--- config.mk ---
export PLATFORM = sky130hd
export DESIGN_NAME = timing_phase_sequencer
export DESIGN_NICKNAME = d
export VERILOG_FILES = /design/src/rtl/timing_phase_sequencer.sv
export SDC_FILE = /design/constraint.sdc
export NUM_CORES = 1
export LEC_CHECK = 0
export ABC_AREA = 1
export CAP_MARGIN = 20
export CORE_ASPECT_RATIO = 0.9
export CORE_MARGIN = 4
export CORE_UTILIZATION = 45
export CTS_BUF_LIST = sky130_fd_sc_hd__clkbuf_2 sky130_fd_sc_hd__clkbuf_4 sky130_fd_sc_hd__clkbuf_8
export DETAILED_ROUTE_END_ITERATION = 10
export PLACE_DENSITY = 0.85
export REMOVE_ABC_BUFFERS = 1
export SYNTH_ARGS = -nofsm -noshare
export SYNTH_HDL_FRONTEND = slang
export SYNTH_SLANG_ARGS = --single-unit
--- constraint.sdc ---
create_clock -name clk -period 1.4 [get_ports clk]
set_input_delay 0.14 -clock clk [delete_from_list [all_inputs] [get_ports clk]]
set_output_delay 0.14 -clock clk [all_outputs]
set_load 0.01 [all_outputs]
--- src/rtl/timing_phase_sequencer.sv ---
// timing_phase_sequencer: run/halt/step controller stepping the gate/half-bit ring and phase counter
module timing_phase_sequencer #(
   parameter int NGATE  = 7,
   parameter int NPHASE = 4,
   localparam int BW = $clog2(2*NGATE),
   localparam int PW = (NPHASE > 1) ? $clog2(NPHASE) : 1
) (
   input  logic             clk,
   input  logic             rst_n,
   input  logic             tick,
   input  logic             run_req,
   input  logic             halt_req,
   input  logic             step_req,
   input  logic             phase_hold,
   output logic [NGATE-1:0] g,
   output logic             a,
   output logic [BW-1:0]    bit_time,
   output logic [PW-1:0]    phase,
   output logic             phase_start,
   output logic             cycle_start,
   output logic             running,
   output logic             halted
);
   typedef enum logic [1:0] {HALTED, RUN, DRAIN, STEP} state_t;
   state_t           state_q, state_d;
   logic [NGATE-1:0] g_q, g_d;
   logic             a_q, a_d;
   logic [BW-1:0]    bit_q, bit_d;
   logic [PW-1:0]    phase_q, phase_d;
   logic             ps_q, ps_d, cs_q, cs_d;
   logic             lb, adv, wrap;
   assign lb   = bit_q == BW'(2*NGATE-1);
   assign adv  = state_q != HALTED && tick && !(phase_hold && lb);
   assign wrap = adv && lb;
   // ring/phase advance and next-state selection; a phase boundary is the only exit to HALTED
   always_comb begin
      a_d     = adv ? ~a_q : a_q;
      g_d     = (adv && a_q) ? {g_q[NGATE-2:0], g_q[NGATE-1]} : g_q;
      bit_d   = adv ? (lb ? '0 : bit_q + 1'b1) : bit_q;
      phase_d = wrap ? ((phase_q == PW'(NPHASE-1)) ? '0 : phase_q + 1'b1) : phase_q;
      ps_d    = wrap;
      cs_d    = wrap && phase_d == '0;
      state_d = state_q;
      case (state_q)
         HALTED:  state_d = halt_req ? HALTED : step_req ? STEP : run_req ? RUN : HALTED;
         RUN:     state_d = halt_req ? (wrap ? HALTED : DRAIN) : RUN;
         default: state_d = wrap ? HALTED : state_q;
      endcase
   end
   // state and counter registers; reset drops straight to G1/bit 0 without draining
   always_ff @(posedge clk or negedge rst_n) begin
      if (!rst_n) begin
         state_q <= HALTED;
         g_q     <= NGATE'(1);
         a_q     <= 1'b0;
         bit_q   <= '0;
         phase_q <= '0;
         ps_q    <= 1'b0;
         cs_q    <= 1'b0;
      end else begin
         state_q <= state_d;
         g_q     <= g_d;
         a_q     <= a_d;
         bit_q   <= bit_d;
         phase_q <= phase_d;
         ps_q    <= ps_d;
         cs_q    <= cs_d;
      end
   end
   assign g           = g_q;
   assign a           = a_q;
   assign bit_time    = bit_q;
   assign phase       = phase_q;
   assign phase_start = ps_q;
   assign cycle_start = cs_q;
   assign running     = state_q != HALTED;
   assign halted      = state_q == HALTED;
endmodule

### Word level (Yosys, flattened, before mapping)

Index checks and enable logic that the tools add are counted.

| storage, ports and cells | value |
|---|---|
| bits in registers | 18 |

| operators by class | value |
|---|---|
| add/sub/neg operators | 2 |
| eq/ne operators | 3 |
| multiplexer cells | 10 |
| bitwise logic cells | 1 |
| reduce and logical (&&, ||, !) cells | 11 |

Operator list:

| operator | number |
|---|---|
| two-way mux 2 bit | 7 |
| logical AND 1 bit | 6 |
| adder 4 x 1 -> 4 bit, second input constant | 1 |
| == test 4 bit, second input constant | 1 |
| zero test 2 bit | 2 |
| two-way mux 4 bit | 1 |
| one-hot mux 2 bit (2 select lines) | 1 |
| nonzero test 3 bit | 1 |
| adder 2 x 1 -> 2 bit, second input constant | 1 |
| == test 2 x 1 -> 1 bit, second input constant | 1 |
| == test 2 bit, second input constant | 1 |
| nonzero test 2 bit | 1 |
| zero test 1 bit | 1 |
| two-way mux 1 bit | 1 |
| NOT 1 bit | 1 |

### Depth between registers and ports, before layout

Gate-level depths: netlist of the first run.

| depth | value |
|---|---|
| depth after elaboration | 8 |
| mapped depth | 7 |
| gate-level depth less buffers | 7 |

### Least setup slack after synthesis of the first run

No wires, ideal clock.

| timing path | value |
|---|---|
| path type | reg-to-reg |
| start point | reg bit_q[0], in the netlist bit_time[0] |
| end point | reg a_q, in the netlist a |
| setup time | 135 ps |
| data arrival time | 1033 ps |
| data required time | 1265 ps |
| path slack | 232 ps |
| stages on the path, launching flop included | 7 |
| path buffers | 1 |
| clock period less this slack | 1168 ps |
| path through | dfrtp_1 -> buf_2 -> nand2_2 -> nor2_8 -> nand2_4 -> nand2_4 -> xnor2_1 |

| on the way | value |
|---|---|
| word-level cells in the longest chain between the ends | 4 |

Ends and longest elaborated chain:

| item | line | source |
|---|---|---|
| from (decl) | 28 | `logic [BW-1:0] bit_q, bit_d;` |
| from (signal assigned) | 64 | `bit_q <= bit_d;` |
| == test 4 bit | 32 | `assign lb = bit_q == BW'(2*NGATE-1);` |
| logical AND 1 bit | 33 | `assign adv = state_q != HALTED && tick && !(phase_hold && lb);` |
| zero test 1 bit | 33 |  |
| logical AND 1 bit | 33 |  |
| to (signal assigned) | 55 | `a_q <= 1'b0;` |
| to (signal assigned) | 63 | `a_q <= a_d;` |
| to (decl) | 27 | `logic a_q, a_d;` |

Every way passes these cells.
A chain may end at the register's enable or synchronous reset.

### Worst setup path after layout of the first run

| timing path | value |
|---|---|
| start point | reg a_q, in the netlist a |
| end point | out a |

RTL lines:

| item | line | source |
|---|---|---|
| to (decl) | 16 | `output logic a,` |

No word-level cell between the ends.

==> results of run 1 <==
[how the worst max path moves through the flow]
| stage | start | end | depth (start not counted) |
|---|---|---|---|
| 5_1_grt | bit_time[1] | cycle_start | 8 |
| 6_report | a | a | 1 |
| 3_5_place_dp | tick | cycle_start | 7 |
| 3_3_place_gp | tick | cycle_start | 7 |
| 2_1_floorplan | bit_time[0] | a | 5 |
| 4_1_cts | phase[0] | phase[0] | 1 |
[Yosys cell counts, types with 2 or more instances]
library cell  count
nand2_1          26
dfrtp_1          17
nand4_1          10
inv_1             8
nand3_1           6
nand2_2           2
nand2_4           2
nand3_4           2
nor2_8            2
o21ai_0           2
o21ai_1           2
xnor2_1           2
[cells in the final DEF, fill, tap and decap left out, drive strengths merged]
cell type      count
nand4             10
nor2               4
or2                1
clkdlybuf4s50     11
or3                1
nand3              8
buf               11
o21ai              4
dlygate4sd2        3
nand3b             1
inv                8
clkinv             1
nand2             31
dfrtp             17
dfstp              1
a21oi              1
ha                 1
xnor2              2
dlymetal6s2s      10
clkbuf             4
[repair_timing]
action	4_1_cts	5_1_grt
setup endpoints to repair	7	18
resized for setup	5	12
gates cloned	0	1
setup buffers	6	2
[layer usage]
layer	global-route usage	vias up	part of all wire
li1	-	387	-
met1	0.237	381	0.42
met2	0.248	27	0.50
met3	0.0297	2	0.064
met4	0.0486	0	0.010
met5	0	-	0
[power groups by stage]
stage	logic, mW	registers [mW]	clock network, mW
after global routing	1.12	0.741	0.351
after global placement	0.783	0.801	0
after floorplan	0.379	0.854	0
final	1.02	0.724	0.315
after CTS	0.995	0.727	0.317
after detailed placement	0.802	0.808	0
[metrics by stage]
| stage | hold WS [ns] | TNS (ns) | util |
|---|---|---|---|
| 6_report | 0.176 | 0 | 0.698 |
| 5_1_grt | 0.179 | -0.0449 | 0.698 |
| 4_1_cts | 0.179 | 0 | 0.659 |
| 3_5_place_dp | 0.479 | 0 | 0.617 |
| 3_3_place_gp | 0.459 | 0 | 0.617 |
| 2_1_floorplan | -0.156 | 0 | - |
[state kept, by name, summed over array words and instances, names as in the netlist]
signal and flops:
a 1, bit_time 4, cycle_start 1, g 7, phase 2, phase_start 1
state_q 2
[cell type report]
type                            instances  share of cell area
Clock buffer                            4              0.0274
Timing Repair Buffer                   35               0.270
Multi-Input combinational cell         64               0.310
Inverter                                9              0.0255
Tap cell                               25              0.0237
Sequential cell                        18               0.343
[logic make-up after synthesis]
group | after synthesis | share of synthesized area
simple gates | 55 | 0.374
compound gates | 5 | 0.0279
flops | 18 | 0.504
buf+inv | 12 | 0.0600
fa+ha+maj | 1 | 0.0140
xor+xnor | 2 | 0.0196
==> results.md, run 1 <==
* CTS clk-pin slew, worst paths at ~0.10 ns
* PwrDens at 1560 nW/µm²
* Req. time, crit path at 1.26 ns
* R2R Setup Slk at around 0.060 ns
* Antenna viol nets, final at 0
* Clk buf depth at 2
* Dpl cells at 142
* Crit Path Category: reg -> out
* FF+latch count, synth at 18
* Top-area cell type share of the netlist area at 0.475
* Reg power frac at 0.351
* Synth top area cells: dfrtp_1 (47%), nand2_1 (11%), nand4_1 (7.0%)
* GRT Total Usage at 0.164
* Cell Area, Synth at 896 µm²
* Hold Vio Cnt, Final at 0
* Slew headroom at 0.750
* Async SR Flop Fraction at 1.00
* GR Overflow Total at 0
* Clk network pwr share at 0.153
* Fillers at 150
* Measured slew at the worst slew-check pin at 0.374 ns
* Crit-path cells: clkdlybuf4s50_1
* Critical path's top delay family: buffers and inverters
* Clock Tree Root: clkbuf_4
* DRT Pass-1 Iters at 4
* Fin crit period at 1.36 ns
* Fmax at 735 MHz
* LEAKAGE at between 0.7 and 0.8 nW
* CTS tree: done
* Layout cells sized above 1 at 0.231
* Port Buffers at 24
* Final setup margin at 0.0392 ns
* Non-Filler Instances at 155
* Unrepaired setup endpoints after global routing: true
* Initial Utilization at 0.473
* CTS Hold Bufs at 0
* Die area at 2770 µm²
* Layout Skew at roughly 0.0021 ns
* H-tree levels at 1
* Routed WL at roughly 2100 µm
* Num CTS Buffers at 3
* Slowest CP cell: clkdlybuf4s50_1
* Placed cell areas at 1170 µm²
* Post-synth EDFFs at 0
* Sequential cell area at between 400 and 500 µm²
* FF-to-FF End: g[4]
* FF-to-FF Start: bit_time[1]
* Worst Path Arrival at 1.22 ns
* Area occupied by multi-input gates at between 400 and 500 µm²
* IO Count at 25
* Net Switching at 0.769 mW
* Antenna Cells at 0
* First-pass GRT wire length at 3390 µm
* Area grow syn2layout at 47.6%
* Pwr Total at 2.06 mW
* Synth Flop Type: dfrtp_1
* CP Buf/Inv Count at 1
* Core Footprint at 1900 µm²
* P_int at ~1.3 mW
* Die H at 50.3 µm
* Vias per cell at around 5.1
* Post-Synthesis Cells at 93
* Width of the chip at 55.0 µm
* Drt wl/cell at between 10 and 15 µm
* Highest cell delay on the worst timing path at about 0.55 ns
* Vias at 797
* Number of global-route vias before repair at 742
* Post-layout nets at 139
* Residual DRC count at 0
* Cell taking the most area after synthesis: dfrtp_1
* Period utilization at 0.972
* Reg2reg path depth at 8
* Sw frac at 0.373
* Run status: finished, final reports clean
* Design area at 1320 µm²
* Crit start category: flip-flop
* Peak VDD IR at 1020 µV
* Slew Viols, Final at 0
* Synthesized area per cell at 9.63 µm²
* Max Cap Viol at 0
* Synth unique cells at 24
* Worst-Skew Late Latency at 0.29 ns
* Initial antenna violation count at 0
* Worst Hold Class: in -> async
* Sequential area share after synthesis at 0.504
* Gp weighted congestion at 0.776
* Clock net sink count at 18
* FP Rows at 15
* Initial drt markers at 19
* Largest net degree at the start of global routing at 19
* Synth warn at 0
* Final HPWL DP at 1410 µm
* Pre-CTS WS at 0.0181 ns
* Crit-path max FO at 2
* Worst setup EP type: output pin
* Final setup vio count at 0
* Combinational share of power at 0.497
No activity file was read; power rests on OpenSTA's default activity.
==> run 2: changes to the inputs <==
CORE_UTILIZATION = 48   (was 45)
PLACE_DENSITY = 0.89   (was 0.85)
==> run 2 against run 1 <==
First-iteration DRC count decreased by 53%. Combinational power shrank 5%. Final area fell by 5.0%. Final cell count fell by 3.2%. Die area is 5.3% lower. Register-to-register slack improved by 0.04 ns. Critical path depth stayed put. Total power is 2.1% lower. Setup slack gained 0.024 ns. Worst hold slack lost 0.0067 ns.
==> results.md, run 2 (same netlist as run 1, synthesis figures left out) <==
* Run status: finished, final reports clean (unchanged)
* IO Count at 25 (unchanged)
* Worst Path Arrival at 1.20 ns (was 1.22 ns)
* CP Buf/Inv Count at 1 (unchanged)
* Layout cells sized above 1 at 0.206 (was 0.231)
* CTS tree: done (unchanged)
* Final setup vio count at 0 (unchanged)
* Crit Path Category: reg -> out (unchanged)
* Design area at 1260 µm² (was 1320 µm²)
* CTS clk-pin slew, worst paths at 0.11 ns (was 0.10 ns)
* FP Rows at 14 (was 15)
* Residual DRC count at 0 (unchanged)
* Crit-path max FO at 2 (unchanged)
* Worst hold slack at 0.170 ns (was 0.176 ns)
* Layout Skew at 0.0101 ns (was 0.00214 ns)
* LEAKAGE at 0.731 nW (was 0.799 nW)
* Dpl cells at 141 (was 142)
* Hold Vio Cnt, Final at 0 (unchanged)
* Worst setup EP type: output pin (unchanged)
* Worst Hold Class: in -> async (unchanged)
* Fin crit period at 1.34 ns (was 1.36 ns)
* Commonest non-fill, non-tap cells in the layout: nand2_1 (26), dfrtp_1 (14), clkdlybuf4s50_1 (13) (was nand2_1 (26), dfrtp_1 (15), clkdlybuf4s50_1 (11))
* Die H at 49.0 µm (was 50.3 µm)
* Slew headroom at 0.830 (was 0.750)
* FF-to-FF Start: bit_time[1] (unchanged)
* Clk buf depth at 2 (unchanged)
* Pwr Total at 2.02 mW (was 2.06 mW)
* Drt wl/cell at 13.8 µm (was 13.3 µm)
* Highest cell delay on the worst timing path at 0.53 ns (was 0.55 ns)
* Final setup margin at 0.0636 ns (was 0.0392 ns)
* Crit start category: flip-flop (unchanged)
* Non-Filler Instances at 150 (was 155)
* PwrDens at 1610 nW/µm² (was 1560 nW/µm²)
* Crit-path cells: clkdlybuf4s50_1 (unchanged)
* Post-layout nets at 135 (was 139)
* Width of the chip at 53.5 µm (was 55.0 µm)
* Gp weighted congestion at 0.799 (was 0.776)
* Measured slew at the worst slew-check pin at 0.255 ns (was 0.374 ns)
* Slowest CP cell: clkdlybuf4s50_1 (unchanged)
* FF-to-FF End: bit_time[2] (was g[4])
* R2R Setup Slk at 0.10 ns (was 0.06 ns)
* Req. time, crit path at 1.26 ns (about the same)
* Largest net degree at the start of global routing at 19 (unchanged)
* Port Buffers at 24 (unchanged)
* Slew Viols, Final at 0 (unchanged)
* Initial Utilization at 0.522 (was 0.473)
* Peak VDD IR at 1210 µV (was 1020 µV)
* Vias per cell at 5.01 (was 5.14)
* GR Overflow Total at 0 (unchanged)
* Core Footprint at 1720 µm² (was 1900 µm²)
* Number of global-route vias before repair at 758 (was 742)
* Vias at 751 (was 797)
* Clock Tree Root: clkbuf_4 (unchanged)
* Initial drt markers at 9 (was 19)
* Reg2reg path depth at 8 (unchanged)
* Period utilization at 0.955 (was 0.972)
* Max reg flops at 7 (unchanged)
* DRT Pass-1 Iters at 4 (unchanged)
* Die area at 2620 µm² (was 2770 µm²)
* Fmax at 748 MHz (was 735 MHz)
* Max Cap Viol at 0 (unchanged)
* Worst-Skew Late Latency at 0.29 ns (about the same)
* GRT Total Usage at 0.164 (about the same)
* H-tree levels at 1 (unchanged)
* First-pass GRT wire length at 3310 µm (was 3390 µm)
* Setup_tns at 0 ns (unchanged)
* Pre-CTS WS at -0.00307 ns (was 0.0181 ns)
* Placed cell areas at 1170 µm² (about the same)
* Initial antenna violation count at 0 (unchanged)
* Final HPWL DP at 1510 µm (was 1410 µm)
* Num CTS Buffers at 3 (unchanged)
* Routed WL at 2070 µm (was 2060 µm)
* Area grow syn2layout at 40.2% (was 47.6%)
* Fin util at 0.732 (was 0.698)
* Critical path's top delay family: buffers and inverters (unchanged)
* Commonest non-fill, non-tap cell in the layout: nand2_1 (unchanged)
* CTS Hold Bufs at 0 (unchanged)
* Antenna viol nets, final at 0 (unchanged)
* Clock net sink count at 18 (unchanged)
* Antenna Cells at 0 (unchanged)
-- run 2: changes by cell type in the layout (fill, tap and decap cells not counted) --
cell | previous run | this run
buf_12 | 1 | 0
buf_4 | 10 | 8
clkdlybuf4s15_1 | 0 | 1
clkdlybuf4s50_1 | 11 | 13
dfrtp_1 | 15 | 14
dfrtp_2 | 2 | 3
dlygate4sd2_1 | 3 | 4
dlymetal6s2s_1 | 10 | 6
inv_1 | 7 | 8
inv_2 | 1 | 0
nand2_8 | 1 | 0
-- run 2: how the worst max path moves through the flow --
stage,startpoint,to,slack (ns),depth (start not counted)
floorplan,bit_time[0],a,0.26,5
global placement,tick,cycle_start,0.07,7
detailed placement,tick,cycle_start,-0.003,7
CTS,g[3],g[3],0.02,1
global route,state_q[1],cycle_start,-0.009,7
finish,bit_time[0],bit_time[0],0.06,1
-- run 2: area by class of cell --
| class | instances | area, µm² |
|---|---|---|
| Tap cell | 24 | 30.0 |
| Clock buffer | 4 | 36.3 |
| Timing Repair Buffer | 32 | 310 |
| Inverter | 9 | 33.8 |
| Multi-Input combinational cell | 63 | 390 |
| Fill cell | 128 | 460 |
| Sequential cell | 18 | 455 |
-- run 2: timing repair --
item | CTS | global route
gates resized for setup | 8 | 7
buffers inserted | 5 | 0
endpoints found under the setup margin | 9 | 7
cloned | 0 | 0
pin swaps | 0 | 1
-- run 2: per-layer routing --
| metal | up-vias | routed length (µm) | track usage |
|---|---|---|---|
| met3 | 0 | 114 | 0.0336 |
| met4 | 0 | 0 | 0.0383 |
| met2 | 23 | 1050 | 0.267 |
| li1 | 376 | - | - |
| met5 | - | 0 | 0 |
| met1 | 352 | 908 | 0.220 |
-- run 2: power breakdown --
part / switching (mW) / internal, mW / total (mW) / leakage [nW]
logic: 0.513 / 0.460 / 0.972 / 0.481
clock network: 0.156 / 0.158 / 0.314 / 0.0210
registers: 0.0904 / 0.643 / 0.733 / 0.229
total: 0.759 / 1.26 / 2.02 / 0.731
